<file path="src/rtl/lane_frame_serializer.sv">
// Buffers 50-bit lane/word/bus/tag samples in a FIFO and emits each as a frame of 8-bit beats with sof/eof.
// Optional macro LANE_FRAME_PARITY_EN appends an even-parity beat (8 beats per frame instead of 7).
module lane_frame_serializer #(
    parameter int DEPTH = 4
) (
    input  logic        clk,
    input  logic        rst,
    input  logic        in_valid,
    output logic        in_ready,
    input  logic [9:0]  in_lane,
    input  logic [7:0]  in_word,
    input  logic [26:0] in_bus,
    input  logic [4:0]  in_tag,
    output logic        out_valid,
    input  logic        out_ready,
    output logic [7:0]  out_data,
    output logic        out_sof,
    output logic        out_eof,
    output logic [15:0] frame_cnt
);

    localparam int AW = $clog2(DEPTH);
`ifdef LANE_FRAME_PARITY_EN
    localparam int NBEATS = 8;
`else
    localparam int NBEATS = 7;
`endif
    localparam int SRW = NBEATS * 8;
    localparam logic [2:0] LAST_BEAT = 3'(NBEATS - 1);
    localparam logic [AW:0] FULL_CNT = DEPTH[AW:0];

    typedef enum logic {
        IDLE,
        SEND
    } state_t;

    state_t state, next_state;

    logic [49:0]    mem [DEPTH];
    logic [AW-1:0]  wr_ptr, rd_ptr;
    logic [AW:0]    count;
    logic [SRW-1:0] shreg, load_val;
    logic [2:0]     beat;
    logic [49:0]    frame_in, head;
    logic           full, empty, push, pop, beat_hs, last_hs;

    assign frame_in = {in_tag, in_bus, in_word, in_lane};
    assign head     = mem[rd_ptr];
    assign full     = (count == FULL_CNT);
    assign empty    = (count == '0);
    assign in_ready = !full && !rst;
    assign push     = in_valid && in_ready;

    // The shift register holds every beat of the frame so out_data is always its low byte.
`ifdef LANE_FRAME_PARITY_EN
    assign load_val = {7'b0, ^head, 6'b0, head};
`else
    assign load_val = {6'b0, head};
`endif

    always_comb begin
        next_state = state;
        pop        = 1'b0;
        beat_hs    = 1'b0;
        last_hs    = 1'b0;
        out_valid  = 1'b0;
        out_data   = 8'h00;
        out_sof    = 1'b0;
        out_eof    = 1'b0;
        case (state)
            IDLE: begin
                if (!empty) begin
                    pop        = 1'b1;
                    next_state = SEND;
                end
            end
            SEND: begin
                out_valid = 1'b1;
                out_data  = shreg[7:0];
                out_sof   = (beat == 3'd0);
                out_eof   = (beat == LAST_BEAT);
                if (out_ready) begin
                    beat_hs = 1'b1;
                    if (beat == LAST_BEAT) begin
                        last_hs = 1'b1;
                        // Chain straight into the next frame when one is waiting.
                        if (!empty) begin
                            pop = 1'b1;
                        end else begin
                            next_state = IDLE;
                        end
                    end
                end
            end
            default: next_state = IDLE;
        endcase
    end

    always_ff @(posedge clk) begin
        if (push) begin
            mem[wr_ptr] <= frame_in;
        end
    end

    always_ff @(posedge clk) begin
        if (rst) begin
            wr_ptr <= '0;
            rd_ptr <= '0;
            count  <= '0;
        end else begin
            if (push) begin
                wr_ptr <= wr_ptr + AW'(1);
            end
            if (pop) begin
                rd_ptr <= rd_ptr + AW'(1);
            end
            case ({push, pop})
                2'b10:   count <= count + (AW+1)'(1);
                2'b01:   count <= count - (AW+1)'(1);
                default: count <= count;
            endcase
        end
    end

    always_ff @(posedge clk) begin
        if (rst) begin
            state     <= IDLE;
            shreg     <= '0;
            beat      <= '0;
            frame_cnt <= '0;
        end else begin
            state <= next_state;
            if (pop) begin
                shreg <= load_val;
                beat  <= 3'd0;
            end else if (beat_hs) begin
                shreg <= shreg >> 8;
                beat  <= beat + 3'd1;
            end
            if (last_hs) begin
                frame_cnt <= frame_cnt + 16'd1;
            end
        end
    end

endmodule

</file>
<file path="config.mk">
export PLATFORM = sky130hd
export DESIGN_NAME = lane_frame_serializer
export DESIGN_NICKNAME = d
export VERILOG_FILES = /design/src/rtl/lane_frame_serializer.sv
export SDC_FILE = /design/constraint.sdc
export NUM_CORES = 1
export LEC_CHECK = 0
export BUFFER_PORTS_ARGS = -buffer_cell sky130_fd_sc_hd__clkbuf_2
export CORE_MARGIN = 4
export CORE_UTILIZATION = 42
export CTS_CLUSTER_DIAMETER = 40
export DETAILED_ROUTE_END_ITERATION = 7
export HOLD_SLACK_MARGIN = 0.15
export PLACE_DENSITY_LB_ADDON = 0.3
export SLEW_MARGIN = 10
export SYNTH_ARGS = -nofsm -noshare
export SYNTH_HDL_FRONTEND = slang
export SYNTH_SLANG_ARGS = --single-unit
</file>
<file path="constraint.sdc">
create_clock -name clk -period 3.1 [get_ports clk]
set_clock_uncertainty 0.15 [all_clocks]
set_input_delay 0.31 -clock clk [delete_from_list [all_inputs] [get_ports clk]]
set_output_delay 0.31 -clock clk [all_outputs]
set_load 0.05 [all_outputs]
</file>
Word-level counts from Yosys, hierarchy flattened
Memory sizes are Yosys's and may differ from the RTL's. A register that Yosys moved wholly into a read port is not among the register bits.
Index checks and enable logic that the tools add are counted.
- flip-flop bits (word level): 77
- RAM bits: 200
- output and inout bits: 28
- memories kept: 1
- add/sub/neg operators: 6
- equality and inequality tests: 4
- muxes and demuxes: 23
- bitwise logic cells: 1
- reductions and logical operators: 9
- memories (memory ; words ; width ; rd ports ; clocked after memory_dff ; write ports ; RTL line ; text):
    mem ; 4 ; 50 ; 1 ; 1 ; 1 ; 39 ; logic [49:0] mem [DEPTH];
- operators by type and width (operator ; number):
    two-way mux 50 bit ; 2
    adder 16 x 1 -> 16 bit (second input constant) ; 1
    two-way mux 1 bit ; 15
    two-way mux 8 bit ; 1
    adder 3 x 1 -> 3 bit (second input constant) ; 2
    equality test 3 bit (second input constant) ; 2
    logical NOT 3 bit ; 2
    case mux 3 bit (2 select lines) ; 1
    adder 2 x 1 -> 2 bit (second input constant) ; 2
    two-way mux 2 bit ; 2
    case mux 1 bit (2 select lines) ; 2
    nonzero test 2 bit ; 2
    subtractor 3 x 1 -> 3 bit (second input constant) ; 1
    equality test 2 x 1 -> 1 bit (second input constant) ; 1
    equality test 2 bit (second input constant) ; 1
    logical AND 1 bit ; 2
    logical NOT 1 bit ; 2
    OR reduction 2 bit ; 1
    inverter 1 bit ; 1

Longest topological paths before layout
Gate-level depths: netlist (run 1).
- depth in word-level cells: 7
- gate-level depth with buffers: 13

Worst setup path after synthesis (run 1)
Ideal clock, no wire load.
- kind: reg-to-reg
- start point: register count[0]
- end point: memory mem[1][0] (enable)
- setup time: 0.413 ns
- arrival: 2.285 ns
- data required time: 2.537 ns
- path slack: 0.252 ns
- stages on the path, launching flop included: 4
- clock period less this slack: 2.848 ns
- cells stage by stage: dfxtp_1 -> nor2_1 -> a211oi_1 -> and2_1
- cells in the longest elaborated chain, start to end: 6
- ends and longest elaborated chain (item ; RTL line ; text):
    start: declaration ; 41 ; logic [AW:0] count;
    start signal: assignment ; 118 ; 2'b10: count <= count + (AW+1)'(1);
    start signal: assignment ; 119 ; 2'b01: count <= count - (AW+1)'(1);
    start signal: assignment ; 120 ; default: count <= count;
    equality test 3 bit ; 49 ; assign full = (count == FULL_CNT);
    logical NOT 1 bit ; 51 ; assign in_ready = !full && !rst;
    logical AND 1 bit ; 51 ;
    logical AND 1 bit ; 52 ; assign push = in_valid && in_ready;
    two-way mux 1 bit ; 100 ; if (push) begin
    two-way mux 1 bit (implied by the code) ; 101 ; mem[wr_ptr] <= frame_in;
    end: declaration ; 39 ;
No other way between the ends.

Final worst setup path (run 1)
- start point: register beat[0]
- end point: register count[2]
- cells in the longest elaborated chain, start to end: 6
- elaborated cells between the ends (all ways): 8
- classes of those cells: eq/ne (3); mux (4); reduce/logical (1)
- ends and longest elaborated chain (item ; RTL line ; text):
    start: declaration ; 43 ; logic [2:0] beat;
    start signal: assignment ; 138 ; beat <= beat + 3'd1;
    equality test 3 bit (*) ; 84 ; if (beat == LAST_BEAT) begin
    two-way mux 1 bit (*) ; 84 ;
    two-way mux 1 bit (*) ; 82 ; if (out_ready) begin
    case mux 1 bit (2 select lines) (*) ; 70 ; case (state)
    equality test 2 x 1 -> 1 bit or equality test 2 bit (tied branches) ; 117 ; case ({push, pop})
    case mux 3 bit (2 select lines) or nonzero test 2 bit (tied branches) ; n/a ;
Mark *: on every way between the ends. The rest lies on a longest branch, timed or not.
A chain may end at the register's enable or synchronous reset.

==> summary.txt, run 1 <==
Outcome
  – Status: finished clean

Timing
  – Final Hold Viols: 0
  – Fin. max-slew vios: 0
  – Hold WS: 0.175 ns
  – Crit share post-route: 0.844
  – Slew @ Worst Pin: 0.871 ns
  – Slew HR: 0.419
  – Tmin final: 2.62 ns
  – Setup TNS: 0 ns
  – Fmax: 382 MHz
  – Finish-stage setup viols: 0
  – RSZ-0062 raised after global routing: false

Cells and area
  – Layout area overhead: 25.9%
  – Diode count: 0
  – Share of cells above drive strength 1: 0.265
  – Final Util: 0.538
  – Fin area: between 10000 and 15000 sq um
  – Layout Nets: 921
  – Fill cells: 2068

Yosys
  – Adder-cell share of the synthesized area: 0.0123
  – FF+latch count, synth: between 200 and 300
  – Prevailing post-synth register cell: edfxtp_1
  – Seq/Total Area, Yosys: 0.703
  – Yosys warns: 0
  – Top cell type's share of synthesized area: 0.556
  – Leading area contributor after synthesis: edfxtp_1
  – Post-synthesis compound-gate area fraction: 0.0506
  – Xor and xnor area share after synthesis: 0.0114
  – Largest family of logic cells by synthesized area: multiplexers
  – Post-synthesis simple-gate area fraction: 0.0948
  – Synth cell count leaders: edfxtp_1 (200), dfxtp_1 (79), nand2_1 (63), nand3_1 (58), nor2_1 (58)
  – Synth async-reset ratio: 0
  – Cell variety after synth: 36
  – Syn Inst Count: 711
  – Syn avg cell area: roughly 15 sq um
  – Largest cells by area after synthesis: edfxtp_1 (56%), dfxtp_1 (15%), mux4_2 (10%)
  – Mux cell area share after synthesis: 0.105
  – Post-Synthesis Net Count: between 700 and 800
  – Count leader, synth: edfxtp_1
  – Post-synth EDFFs: 200
  – Post-Syn Area: 10800 sq um

Route
  – Wirelength, routed: 22100 um
  – Routed Antenna Nets: 0
  – DRC: 0
  – Routed length per instance: 18.2 um
  – Post-DR vias/cell: 5.32
  – DR pass1 iterations: 5
  – Initial detailed-routing violation count: 396
  – Vias after detailed routing: 6475

Clock network
  – Clk_lat worst skew: 0.51 ns
  – CTS Buf Count: 38
  – Post-cts sizing count: 0
  – Cts hold-fix bufs: between 50 and 60
  – H-tree depth: 2
  – Root buffer cell: clkbuf_16
  – Sink Count: 279
  – CTS tree: built
  – Setup bufs post-CTS: 0
  – Clk buf depth: 3
  – Worst-path clk slew: 0.06 ns

Setup path
  – CP Capture Type: flip-flop
  – Crit Path Category: reg -> reg
  – Reg-to-Reg End: count[2]$_SDFFE_PP0P_
  – Crit path max fanout: 7
  – WP data arrival: 2.91 ns
  – Reg2reg start: beat[0]$_SDFFE_PP0P_
  – Critical path required time: ~3.4 ns
  – FF-to-FF path depth: 11
  – Worst setup SP type: flip-flop
  – Setup slack, reg-to-reg: between 0.4 and 0.5 ns

Die
  – Starting Density: 0.428
  – Width of the die: 168 um
  – I/O Pins: 82
  – Die H: 168 um
  – CORE AREA: approximately 25000 sq um
  – Rows: 58
  – Die Area: 28300 sq um

Global route
  – GRT overflow: 0
  – Vias in the first global route: about 6500
  – Largest net degree at the start of global routing: 91
  – Gr usage total: 0.159
  – First-pass GRT wire length: 35800 um
  – Initial antenna violation count: 0

Run
  – Max cap viols: 0

Min path
  – Hold Path End: wr_ptr[1]$_SDFFE_PP0P_
  – Hold Path Depth: 5
  – Worst Hold Class: in -> reg
  – Worst hold path startpoint: rst

Place
  – Final HPWL DP: approximately 13000 um
  – GP Congestion: approximately 0.72
  – I/O Buffers: between 80 and 90
  – Placement Cell Area: around 12000 sq um

Power and ir drop
  – Leakage: 4.63 nW
  – Pwr per Cell Area: 889 nW/um^2
  – Peak supply drop: 0.000578 V
flip-flops by register name (all words and copies together) (netlist names), named ones only:
name	cells
frame_cnt	16
wr_ptr	2
state	1
beat	3
shreg	50
rd_ptr	2
count	3
mem	200
cell type report:
cell class                 count  area [sq um]  area share
multi-input combinational    369          2970       0.219
sequential                   279          7590       0.559
tap                          330           413      0.0304
inverter                      13          48.8     0.00359
clock inverter                24           324      0.0238
timing repair buffer         156          1200      0.0882
clock buffer                  46          1040      0.0769
cell usage in the layout (no fill, tap or decap), types with 6 or more instances in the layout:
| cell type | netlist | layout |
|---|---|---|
| mux4_2 | 50 | 50 |
| xor2_1 | 6 | 6 |
| and2_1 | 13 | 9 |
| buf_4 | 0 | 15 |
| dlygate4sd3_1 | 0 | 52 |
| nand2_1 | 63 | 62 |
| ha_1 | 9 | 9 |
| nor2_1 | 58 | 58 |
| or3_1 | 6 | 6 |
| clkbuf_16 | 0 | 41 |
| a311oi_1 | 42 | 42 |
| nand3_1 | 58 | 58 |
| o21ai_0 | 7 | 7 |
| bufinv_16 | 0 | 6 |
| nor3_1 | 7 | 7 |
| inv_1 | 13 | 13 |
| clkbuf_2 | 0 | 81 |
| a21oi_1 | 21 | 21 |
| edfxtp_1 | 200 | 200 |
| xnor2_1 | 8 | 8 |
| dfxtp_1 | 79 | 76 |
| buf_12 | 0 | 8 |
per-layer routing:
metal  up-vias  share of wire  GRT usage
met2       172           0.48      0.252
li1       3040              -          -
met4         0          0.026     0.0529
met5         -              0          0
met1      3216           0.44      0.222
met3        47          0.052     0.0308
power by group:
| part | total [W] | leakage (nW) | switching (W) | internal (W) |
|---|---|---|---|---|
| combinational | 0.00262 | 1.50 | 0.00152 | 0.00110 |
| clock | 0.00459 | 0.668 | 0.00164 | 0.00295 |
| sequential | 0.00487 | 2.46 | 0.000333 | 0.00454 |
how the worst max path moves through the flow:
stage / from / end / slack, ns / cells after the start
after detailed placement: beat[0]$_SDFFE_PP0P_ / count[2]$_SDFFE_PP0P_ / 0.49 / 11
after global routing: beat[0]$_SDFFE_PP0P_ / count[2]$_SDFFE_PP0P_ / 0.31 / 11
after CTS: beat[0]$_SDFFE_PP0P_ / count[2]$_SDFFE_PP0P_ / 0.46 / 11
after floorplan: count[0]$_SDFFE_PP0P_ / mem[1][0]$_DFFE_PP_ / 0.25 / 3
final: beat[0]$_SDFFE_PP0P_ / count[2]$_SDFFE_PP0P_ / 0.48 / 11
after global placement: beat[0]$_SDFFE_PP0P_ / count[2]$_SDFFE_PP0P_ / 0.57 / 11
cell families (layout without fill, tap and decap cells):
kind of cell / after synthesis / in the layout
AND/OR/NAND/NOR: 219 / 219
AO/OA/AOI/OAI: 75 / 75
flip-flops: 279 / 279
adder cells (fa/ha/maj): 10 / 10
XOR/XNOR: 14 / 14
buffers and inverters: 63 / 239
multiplexers: 51 / 51
critical path: stages (launching register included):
cell     delay, ns
dfxtp_1       0.32
inv_1         0.11
ha_1          0.26
nand3_1       0.12
a21o_2        0.29
inv_1         0.08
ha_1          0.18
inv_1         0.06
fa_1          0.37
xor2_1        0.16
or3_1         0.30
a21oi_1       0.14
per-stage QoR:
step	std cells	power (W)	worst slack, ns
6_report	1217	0.0121	0.485
5_1_grt	1217	0.0127	0.308
4_1_cts	1217	0.0122	0.462
3_5_place_dp	1095	0.00753	0.490
3_3_place_gp	1095	0.00749	0.566
2_1_floorplan	711	0.00682	0.252
No activity file was read; power rests on OpenSTA's default activity.
==> inputs of run 2 (changes only) <==
- ABC_AREA: default -> 1
- clock period: 3.1 -> 2.7 ns (I/O delays scaled with it)
==> run 2 against run 1 <==
Combinational power increased by 32%. Hold slack improved by 0.049 ns. Count of clock-buffer cells in the layout increased by 1. Area after synthesis increased by 6.2%. Die area increased by 5.9%. Clock power increased by 3%. Via count increased by 24%. Flip-flop and latch count unchanged. Routed wire length increased by 9.3%. Cell count increased by 34%. First-iteration DRC count increased by 40%.
==> summary.txt, run 2 <==
Timing
  – Slew HR: 0.463 (+0.0434)
  – Slew @ Worst Pin: 0.806 ns (-0.0651 ns)
  – Final Hold Viols: 0 (unchanged)
  – RSZ-0062 raised after global routing: false
  – Fin. max-slew vios: 0 (unchanged)
  – Fmax: 437 MHz (+14%)
  – Crit share post-route: 0.848 (+0.00464)
  – Finish-stage setup viols: 0 (unchanged)
  – Hold WS: 0.224 ns (+0.0493 ns)
  – Tmin final: 2.29 ns (-0.325 ns)

Clock network
  – CTS tree: built
  – Clk buf depth: 3 (unchanged)
  – Worst-path clk slew: 0.06 ns (about the same)
  – Sink Count: 279 (unchanged)
  – Clk_lat worst skew: 0.51 ns (about the same)
  – Setup bufs post-CTS: 0 (unchanged)
  – H-tree depth: 2 (unchanged)
  – CTS Buf Count: 38 (unchanged)
  – Root buffer cell: clkbuf_16

Yosys
  – Largest family of logic cells by synthesized area: simple AND/OR/NAND/NOR gates
  – Adder-cell share of the synthesized area: 0.0116 (-0.000717)
  – Syn Inst Count: 1129 (+59%)
  – Seq/Total Area, Yosys: 0.662 (-0.0410)
  – Post-synthesis simple-gate area fraction: 0.179 (+0.0843)
  – Leading area contributor after synthesis: edfxtp_1
  – Synth cell count leaders: nand2_1 (207), edfxtp_1 (200), nor2_1 (147), nand3_1 (124), inv_1 (110)
  – Yosys warns: 0 (unchanged)
  – Synth async-reset ratio: 0 (unchanged)
  – Top cell type's share of synthesized area: 0.524 (-0.0325)
  – Cell variety after synth: 31 (-14%)
  – Xor and xnor area share after synthesis: 0.00153 (-0.00983)
  – Mux cell area share after synthesis: 0 (-0.105)
  – Post-Synthesis Net Count: 1193 (+54%)
  – Post-synthesis compound-gate area fraction: 0.0823 (+0.0316)
  – Largest cells by area after synthesis: edfxtp_1 (52%), dfxtp_1 (14%), nand2_1 (6.8%)
  – Syn avg cell area: 10.2 sq um (-33%)
  – Post-synth EDFFs: 200 (unchanged)
  – Count leader, synth: nand2_1
  – Prevailing post-synth register cell: edfxtp_1
  – Post-Syn Area: 11500 sq um (+6.2%)
  – FF+latch count, synth: 279 (unchanged)

Place
  – Final HPWL DP: 14200 um (+6.0%)
  – Placed cell count: 1512 (+38%)
  – I/O Buffers: 81 (unchanged)
  – GP Congestion: 0.777 (+7.9%)
  – Placement Cell Area: 12300 sq um (+4.8%)

Die
  – Rows: 60 (+3.4%)
  – Die H: 173 um (+2.9%)
  – I/O Pins: 82 (unchanged)
  – CORE AREA: 26900 sq um (+6.4%)
  – Starting Density: 0.427 (-0.000887)
  – Width of the die: 173 um (+2.9%)
  – Die Area: 30000 sq um (+5.9%)

Global route
  – GRT overflow: 0 (unchanged)
  – Largest net degree at the start of global routing: 87 (-4.4%)
  – First-pass GRT wire length: 39500 um (+10%)
  – Gr usage total: 0.159 (+0.000607)
  – Vias in the first global route: 7584 (+17%)
  – Initial antenna violation count: 0 (unchanged)

Power and ir drop
  – Leakage: 5.75 nW (+24%)
  – Pwr per Cell Area: 966 nW/um^2 (+8.6%)
  – Peak supply drop: 0.000654 V (+13%)
  – Tot Pwr: 0.0135 W (+12%)

Route
  – Routed Antenna Nets: 0 (unchanged)
  – Initial detailed-routing violation count: 553 (+40%)
  – Top sig layer: met4
  – Metal2 WL: 11400 um (+6.5%)
  – Wirelength, routed: 24200 um (+9.3%)
  – DR pass1 iterations: 5 (unchanged)
  – DRC: 0 (unchanged)
  – Met3 routed WL: 1210 um (+4.8%)
  – Post-DR vias/cell: 4.92 (-7.5%)
  – Routed length per instance: 14.8 um (-19%)
  – Vias after detailed routing: 8050 (+24%)
  – Wl on met1: 11100 um (+15%)

Cells and area
  – Fin area: 14000 sq um (+3.1%)
  – Most frequent cells in the layout: nand2_1 (207), edfxtp_1 (200), nor2_1 (143)
  – Layout Nets: 1328 (+44%)
  – Share of cells above drive strength 1: 0.142 (-0.123)
  – Max reg flops: 200 (unchanged)
  – Largest Register: mem
  – Finished Layout Cells: 1635 (+34%)
  – Most common cell after layout, fill and taps aside: nand2_1
  – Diode count: 0 (unchanged)
  – Largest registers: mem x200, shreg x50, frame_cnt x16
  – Layout area overhead: 22.2%

Setup path
  – Crit path max fanout: 4 (-3)
  – Crit Path Category: reg -> reg
  – CP Capture Type: flip-flop
  – WP data arrival: 2.52 ns (-0.39 ns)
  – Slowest-stage cell, CP: fa_1
  – WP buf/inv: 3 (unchanged)
  – Worst setup SP type: flip-flop
  – CP top delay family: compound AO/OA/AOI/OAI gates
  – Worst-path cell chain: inv_1 -> ha_1 -> nand2_2 -> o21ai_2 -> nand2_2 -> clkinv_2 -> ha_1 -> inv_1 -> fa_1 -> a21oi_1 -> o21ai_0 -> o21ai_0 -> a21oi_1
  – Largest stage delay, worst path: 0.37 ns (about the same)
  – Critical path required time: 2.93 ns (-0.46 ns)

Run
  – Max cap viols: 0 (unchanged)

Min path
  – Worst Hold Class: in -> reg

Outcome
  – Status: finished clean
## run 2: cell types whose count changed after synthesis, moves of 8 or more
cell,before,now
a311oi_1,42,0
and2_1,13,0
buf_2,9,23
clkbuf_1,34,23
inv_1,13,110
mux4_2,50,0
nand2_1,63,207
nand3_1,58,124
nor2_1,58,147
o211ai_1,0,35
o21ai_0,7,82
o21ai_1,0,10
o22ai_1,0,8
xnor2_1,8,0
## run 2: cell families (layout without fill, tap and decap cells)
family,after synthesis,count (layout)
buffers and inverters,178,343
DFF,279,279
AOI/OAI and AO/OA,167,167
adders and majority gates,10,10
and+or+nand+nor,493,493
xor gates and xnor gates,2,2
## run 2: metal layers
layer / vias to the layer above / track usage
met2: 177 / 0.260
met4: 0 / 0.0456
met1: 3738 / 0.219
met3: 35 / 0.0305
li1: 4100 / -
met5: - / 0
## run 2: cell type report
class	instances	area, sq um
fill	2332	12900
sequential	279	7590
multi-input combinational	672	3180
timing repair buffer	158	1170
clock buffer	47	1000
inverter	115	434
tap	341	427
clock inverter	23	216
## run 2: path summary, 6_finish.rpt
path / startpoint / endpoint / cells after the start / slack (ns)
setup / recovery: beat[0]$_SDFFE_PP0P_ / count[2]$_SDFFE_PP0P_ / 13 / 0.41
hold / removal: in_valid / wr_ptr[0]$_SDFFE_PP0P_ / 4 / 0.22
setup reg to reg: beat[0]$_SDFFE_PP0P_ / count[2]$_SDFFE_PP0P_ / 13 / 0.41
hold reg to reg: count[0]$_SDFFE_PP0P_ / count[0]$_SDFFE_PP0P_ / 1 / 0.30
## run 2: what timing repair did
item / CTS / global route
hold buffers: 53 / 0
hold endpoints to repair: 216 / 0
gates resized for setup: 0 / 0
## run 2: metrics by stage
stage | setup TNS (ns) | setup WS [ns] | utilization
finish | 0 | 0.410 | 0.521
global route | 0 | 0.267 | 0.521
CTS | 0 | 0.433 | 0.521
detailed placement | 0 | 0.441 | 0.456
global placement | 0 | 0.458 | 0.456
floorplan | -159.60 | -0.798 | -
## run 2: power by group
group          total [W]  switching [W]  internal, W
sequential       0.00535       0.000247      0.00510
clock            0.00472        0.00184      0.00288
combinational    0.00346        0.00238      0.00108
## run 2: tightest hold or removal path, cell delays in order
cell and delay (ns):
clkbuf_2 0.09, nand3_1 0.14, buf_4 0.24, a21oi_1 0.09
